$ cat src/rtl/code_lock_pkg.sv
// Shared types and constants for the 1-4-6-9 code lock controller.
package code_lock_pkg;

  localparam int unsigned SEQ_W   = 2;
  localparam int unsigned DIGIT_W = 4;

  typedef logic [SEQ_W-1:0] seq_state_t;

  localparam seq_state_t S0 = 2'b00;
  localparam seq_state_t S1 = 2'b01;
  localparam seq_state_t S2 = 2'b10;
  localparam seq_state_t S3 = 2'b11;

  typedef enum logic [1:0] {
    LOCKED  = 2'b00,
    OPEN    = 2'b01,
    LOCKOUT = 2'b10
  } lock_mode_t;

  localparam logic [DIGIT_W-1:0] DIGIT_1 = 4'd1;
  localparam logic [DIGIT_W-1:0] DIGIT_4 = 4'd4;
  localparam logic [DIGIT_W-1:0] DIGIT_6 = 4'd6;
  localparam logic [DIGIT_W-1:0] DIGIT_9 = 4'd9;

endpackage

$ cat src/rtl/code_lock_ctrl_seq_next_state.sv
// Combinational next-state function of the 1-4-6-9 sequence detector.
module seq_next_state
  import code_lock_pkg::*;
(
  input  logic [DIGIT_W-1:0] digit_i,
  input  seq_state_t         state_i,
  output seq_state_t         next_o,
  output logic               code_ok_o,
  output logic               abort_o
);

  always_comb begin
    next_o    = S0;
    code_ok_o = 1'b0;
    if (digit_i == DIGIT_1) begin
      next_o = S1;
    end else if ((digit_i == DIGIT_4) && (state_i == S1)) begin
      next_o = S2;
    end else if ((digit_i == DIGIT_6) && (state_i == S2)) begin
      next_o = S3;
    end else if ((digit_i == DIGIT_9) && (state_i == S3)) begin
      code_ok_o = 1'b1;
    end
    // Falling back to S0 from a partial sequence without the full code.
    abort_o = (state_i != S0) && (next_o == S0) && !code_ok_o;
  end

endmodule

$ cat src/rtl/code_lock_ctrl.sv
// Code lock top: detector state, LOCKED/OPEN/LOCKOUT mode, fail counter, hold timer.
// Optional partial-sequence idle timeout enabled by defining CODE_LOCK_TIMEOUT_EN.
module code_lock_ctrl
  import code_lock_pkg::*;
#(
  parameter int unsigned MAX_FAILS      = 3,
  parameter int unsigned UNLOCK_CYCLES  = 8,
`ifdef CODE_LOCK_TIMEOUT_EN
  parameter int unsigned TIMEOUT_CYCLES = 32,
`endif
  parameter int unsigned LOCKOUT_CYCLES = 16
) (
  input  logic                             clk_i,
  input  logic                             rst_i,
  input  logic [DIGIT_W-1:0]               data_i,
  input  logic                             valid_i,
  output logic                             ready_o,
  output logic                             unlock_o,
  output logic                             lockout_o,
  output logic [SEQ_W-1:0]                 SeqState_o,
  output logic [$clog2(MAX_FAILS+1)-1:0]   FailCnt_o
);

  localparam int unsigned FAIL_W  = $clog2(MAX_FAILS + 1);
  localparam int unsigned TMR_MAX = (UNLOCK_CYCLES > LOCKOUT_CYCLES) ? UNLOCK_CYCLES
                                                                     : LOCKOUT_CYCLES;
  localparam int unsigned TMR_W   = (TMR_MAX > 1) ? $clog2(TMR_MAX) : 1;

  lock_mode_t        mode_q, mode_d;
  seq_state_t        seq_q, seq_d;
  logic [FAIL_W-1:0] fail_q, fail_d;
  logic [TMR_W-1:0]  tmr_q, tmr_d;

  seq_state_t        nxt_seq;
  logic              code_ok;
  logic              abort;
  logic              accept_c;

  seq_next_state u_seq_next_state (
    .digit_i   (data_i),
    .state_i   (seq_q),
    .next_o    (nxt_seq),
    .code_ok_o (code_ok),
    .abort_o   (abort)
  );

`ifdef CODE_LOCK_TIMEOUT_EN
  localparam int unsigned IDLE_W = (TIMEOUT_CYCLES > 1) ? $clog2(TIMEOUT_CYCLES) : 1;
  logic [IDLE_W-1:0] idle_q, idle_d;
`endif

  always_comb begin
    mode_d   = mode_q;
    seq_d    = seq_q;
    fail_d   = fail_q;
    tmr_d    = tmr_q;
    accept_c = valid_i && (mode_q == LOCKED);
    unique case (mode_q)
      LOCKED: begin
        if (accept_c) begin
          seq_d = nxt_seq;
          if (code_ok) begin
            mode_d = OPEN;
            seq_d  = S0;
            fail_d = '0;
            tmr_d  = TMR_W'(UNLOCK_CYCLES - 1);
          end else if (abort) begin
            if (fail_q == FAIL_W'(MAX_FAILS - 1)) begin
              mode_d = LOCKOUT;
              fail_d = FAIL_W'(MAX_FAILS);
              tmr_d  = TMR_W'(LOCKOUT_CYCLES - 1);
            end else begin
              fail_d = fail_q + FAIL_W'(1);
            end
          end
        end
      end
      OPEN: begin
        if (tmr_q == '0) begin
          mode_d = LOCKED;
        end else begin
          tmr_d = tmr_q - TMR_W'(1);
        end
      end
      LOCKOUT: begin
        if (tmr_q == '0) begin
          mode_d = LOCKED;
          fail_d = '0;
          seq_d  = S0;
        end else begin
          tmr_d = tmr_q - TMR_W'(1);
        end
      end
      default: mode_d = LOCKED;
    endcase

`ifdef CODE_LOCK_TIMEOUT_EN
    // Abandon a stale partial sequence; an accepted digit always wins.
    idle_d = idle_q;
    if ((mode_q != LOCKED) || (seq_q == S0) || accept_c) begin
      idle_d = '0;
    end else if (idle_q == IDLE_W'(TIMEOUT_CYCLES - 1)) begin
      idle_d = '0;
      seq_d  = S0;
    end else begin
      idle_d = idle_q + IDLE_W'(1);
    end
`endif
  end

  always_ff @(posedge clk_i) begin
    if (rst_i) begin
      mode_q <= LOCKED;
      seq_q  <= S0;
      fail_q <= '0;
      tmr_q  <= '0;
`ifdef CODE_LOCK_TIMEOUT_EN
      idle_q <= '0;
`endif
    end else begin
      mode_q <= mode_d;
      seq_q  <= seq_d;
      fail_q <= fail_d;
      tmr_q  <= tmr_d;
`ifdef CODE_LOCK_TIMEOUT_EN
      idle_q <= idle_d;
`endif
    end
  end

  assign ready_o    = (mode_q == LOCKED);
  assign unlock_o   = (mode_q == OPEN);
  assign lockout_o  = (mode_q == LOCKOUT);
  assign SeqState_o = seq_q;
  assign FailCnt_o  = fail_q;

endmodule

$ cat config.mk
export PLATFORM = sky130hd
export DESIGN_NAME = code_lock_ctrl
export DESIGN_NICKNAME = d
export VERILOG_FILES = /design/src/rtl/code_lock_pkg.sv /design/src/rtl/code_lock_ctrl_seq_next_state.sv /design/src/rtl/code_lock_ctrl.sv
export SDC_FILE = /design/constraint.sdc
export NUM_CORES = 1
export LEC_CHECK = 0
export CAP_MARGIN = 5
export CORE_MARGIN = 2
export CORE_UTILIZATION = 47
export CTS_BUF_LIST = sky130_fd_sc_hd__clkbuf_2
export DETAILED_ROUTE_END_ITERATION = 8
export GPL_ROUTABILITY_DRIVEN = 0
export PLACE_DENSITY = 0.76
export RECOVER_POWER = 50
export SLEW_MARGIN = 10
export SYNTH_ARGS = -nofsm -noshare
export SYNTH_HDL_FRONTEND = slang
export SYNTH_SLANG_ARGS = --single-unit
$ cat constraint.sdc
create_clock -name clk_i -period 1.5 [get_ports clk_i]
set_input_delay 0.225 -clock clk_i [delete_from_list [all_inputs] [get_ports clk_i]]
set_output_delay 0.225 -clock clk_i [all_outputs]
set_load 0.05 [all_outputs]
==> out/metrics.csv <==
stage,metric,value,unit
status,violations,negative setup slack,
clocking,tritoncts,done,
synth,synth_ff_type,dfxtp_1,
timing,hold_ws,0.504,ns
pwr,vdd_drop_max,0.474,mV
pwr,p_per_area,407,mW/mm^2
synth,syn-instance-count,88,
timing,slew_headroom,61.2,%
timing,finalHoldViolCount,0,
drt,ant_nets,0,
pwr,p_total,527,uW
clocking,h-tree-depth,1,
floorplan,core_area,0.00149,sq mm
setup_path,end_kind,flip-flop,
synth,netlist_area,739,sq um
drt,dr_total_vias,896,
finish,final_common_cell,buf_4,
clocking,clk_latency,0.27,ns
clocking,cts_sinks,10,
floorplan,start_util,49.7,%
finish,layout_common_cells,"buf_4 (24), a21oi_1 (7), clkbuf_2 (6), dfxtp_2 (5), nor2_1 (5)",
setup_path,critPathBufInv,3,
setup_path,crit_type,reg -> reg,
global_routing,grt_usage,26.6,%
placement,hpwlAfterDp,1460,um
pwr,power.leakage,0.514,nW
floorplan,dieArea,0.00191,sq mm
finish,num-nets-final,144,
global_routing,overflow,0,
global_routing,grt_pass1_wl,3820,um
finish,area_delta_synth_final,75.1,%
floorplan,ios,14,
setup_path,cp_common_cell,buf_6,
timing,finalSetupViolCount,7,
synth,seq_area_frac_synth,27.1,%
drt,drcViolationCount,0,
hold_path,hold_class,in -> reg,
timing,fin_ws,-0.109,ns
synth,synth.avg_cell_area,8.40,sq um
synth,syn-num-nets,100,
global_routing,grt_pass1_vias,844,
placement,port_buffers,13,
setup_path,worstPathRequired,1.67,ns
clocking,cts_max_path_buffers,2,
finish,antenna_cells,0,
floorplan,die_w,43.7,um
synth,netlist.area_leader.share,27.1,%
timing,fmax,621,MHz
drt,via_per_inst,6.10,
finish,nFillCells,81,
clocking,clk_pin_slew,0.12,ns
synth,synth_top_area_cell,dfxtp_1,
global_routing,antenna_found_initial,0,
setup_path,cpMaxStageDelayCell,dfxtp_2,
synth,async_flop_share,0,%
global_routing,grt_max_degree,13,
drt,wl,2650,um
hold_path,worstHoldPathCells,5,
clocking,root_buffer,clkbuf_2,
status,outcome,finished with violations,
run,cap_violations,0,
setup_path,reg2regPathDepth,8,
synth,yosysWarnings,0,
floorplan,fp-row-count,14,
timing,timing.final.crit_share,107,%
timing,rsz0062_at_grt,true,
timing,fin_skew,0.0136,ns
timing,period_needed,1.61,ns
setup_path,crit_path_cell_trace,"inv_2, ha_4, nor3b_4, buf_6, a211oi_4, buf_6, a31oi_1, a311oi_1",
setup_path,startpoint_type,flip-flop,
hold_path,min_from,data_i[3],
synth,synthDistinctLibCells,39,
setup_path,r2r_setup_slack,-0.11,ns
timing,drv_slew,0,
synth,synth-edff-count,0,
setup_path,cp.depth,8,
setup_path,cp.arrival,1.78,ns
drt,first_pass_iters,4,
floorplan,die_h,43.7,um
timing,worst-slew-pin-transition,0.585,ns
setup_path,reg2reg_from,tmr_q[0],
synth,synth-seq-cells,10,
synth,synth_area_leaders,"dfxtp_1 (27%), ha_1 (8.5%), a21oi_1 (4.7%)",
drt,wl_per_cell,18.0,um
setup_path,max_stage_delay,0.36,ns
clocking,numCtsBuffers,3,
setup_path,crit_family,compound AO/OA/AOI/OAI gates,
setup_path,startpoint,tmr_q[0],
finish,drive_above_1_share,56.5,%
timing,fin_tns_setup,-0.552,ns
setup_path,crit_fanout,5,
drt,drt-initial-drc-count,30,
## timing repair
action                                  CTS  global route
gates cloned                              0             0
hold buffers                              0             0
endpoints found under the setup margin    7             9
resized for setup                        16            13
pin swaps                                10             8
setup buffers                             4             1
## final timing paths
| kind | endpoint |
|---|---|
| hold reg to reg | SeqState_o[1] |
| setup / recovery | tmr_q[2] |
| hold / removal | SeqState_o[1] |
| setup reg to reg | tmr_q[2] |
## worst reg2reg max path, stage by stage, from the launching register on
cell and delay (ns):
dfxtp_2 0.36, inv_2 0.05, ha_4 0.15, nor3b_4 0.15, buf_6 0.12, a211oi_4 0.24
buf_6 0.15, a31oi_1 0.08, a311oi_1 0.22
## metrics by stage
step / worst slack [ns] / instance area, sq um / instances / utilization, %
floorplan: -0.0646 / 808 / 88 / -
global placement: -0.395 / 1150 / 138 / 77.0
detailed placement: -0.431 / 1150 / 138 / 77.0
CTS: -0.0287 / 1240 / 146 / 83.3
global route: -0.176 / 1290 / 147 / 87.0
finish: -0.109 / 1290 / 147 / 87.0
## layout make-up
| type | count | area [sq um] | area share, % |
|---|---|---|---|
| clock buffers | 4 | 20.0 | 1.55 |
| flip-flops and latches | 10 | 218 | 16.8 |
| repair buffers | 41 | 374 | 28.9 |
| multi-input cells | 68 | 633 | 48.9 |
| well taps | 16 | 20.0 | 1.55 |
| inverters | 8 | 30.0 | 2.32 |
## cell families after synthesis
kind of cell	count (synthesis)	synth area share, %
AO/OA/AOI/OAI	26	27.6
adder cells (fa/ha/maj)	5	8.46
buffers and inverters	10	5.24
flip-flops	10	27.1
multiplexers	2	2.71
AND/OR/NAND/NOR	35	28.9
## metal layers
layer / vias to the layer above / share of wire [%] / track usage [%] / routed length (um)
li1: 417 / - / - / -
met1: 435 / 44 / 36.4 / 1180
met2: 36 / 48 / 42.4 / 1290
met3: 8 / 5.2 / 3.33 / 138
met4: 0 / 1.8 / 10.9 / 49
met5: - / 0 / 0 / 0
## sequential cells by signal, summed over array words and instances, names as in the netlist
register,count
tmr_q,4
mode_q,2
SeqState_o,2
FailCnt_o,2
## power by group
| group | leakage [nW] | internal (mW) | switching, mW | total [mW] |
|---|---|---|---|---|
| Sequential | 0.0855 | 0.261 | 0.000825 | 0.262 |
| Combinational | 0.412 | 0.0447 | 0.0465 | 0.0913 |
| Clock | 0.0166 | 0.0707 | 0.103 | 0.174 |
| Total | 0.514 | 0.376 | 0.150 | 0.527 |
## synthesized netlist by cell type, drive strengths merged, types with 3 or more instances
cell and number:
nor3 3, a21oi 8, dfxtp 10, ha 5, nor2b 4, nand2 3
nor2 6, inv 8, nand2b 3
(Power assumes the default switching activity.)
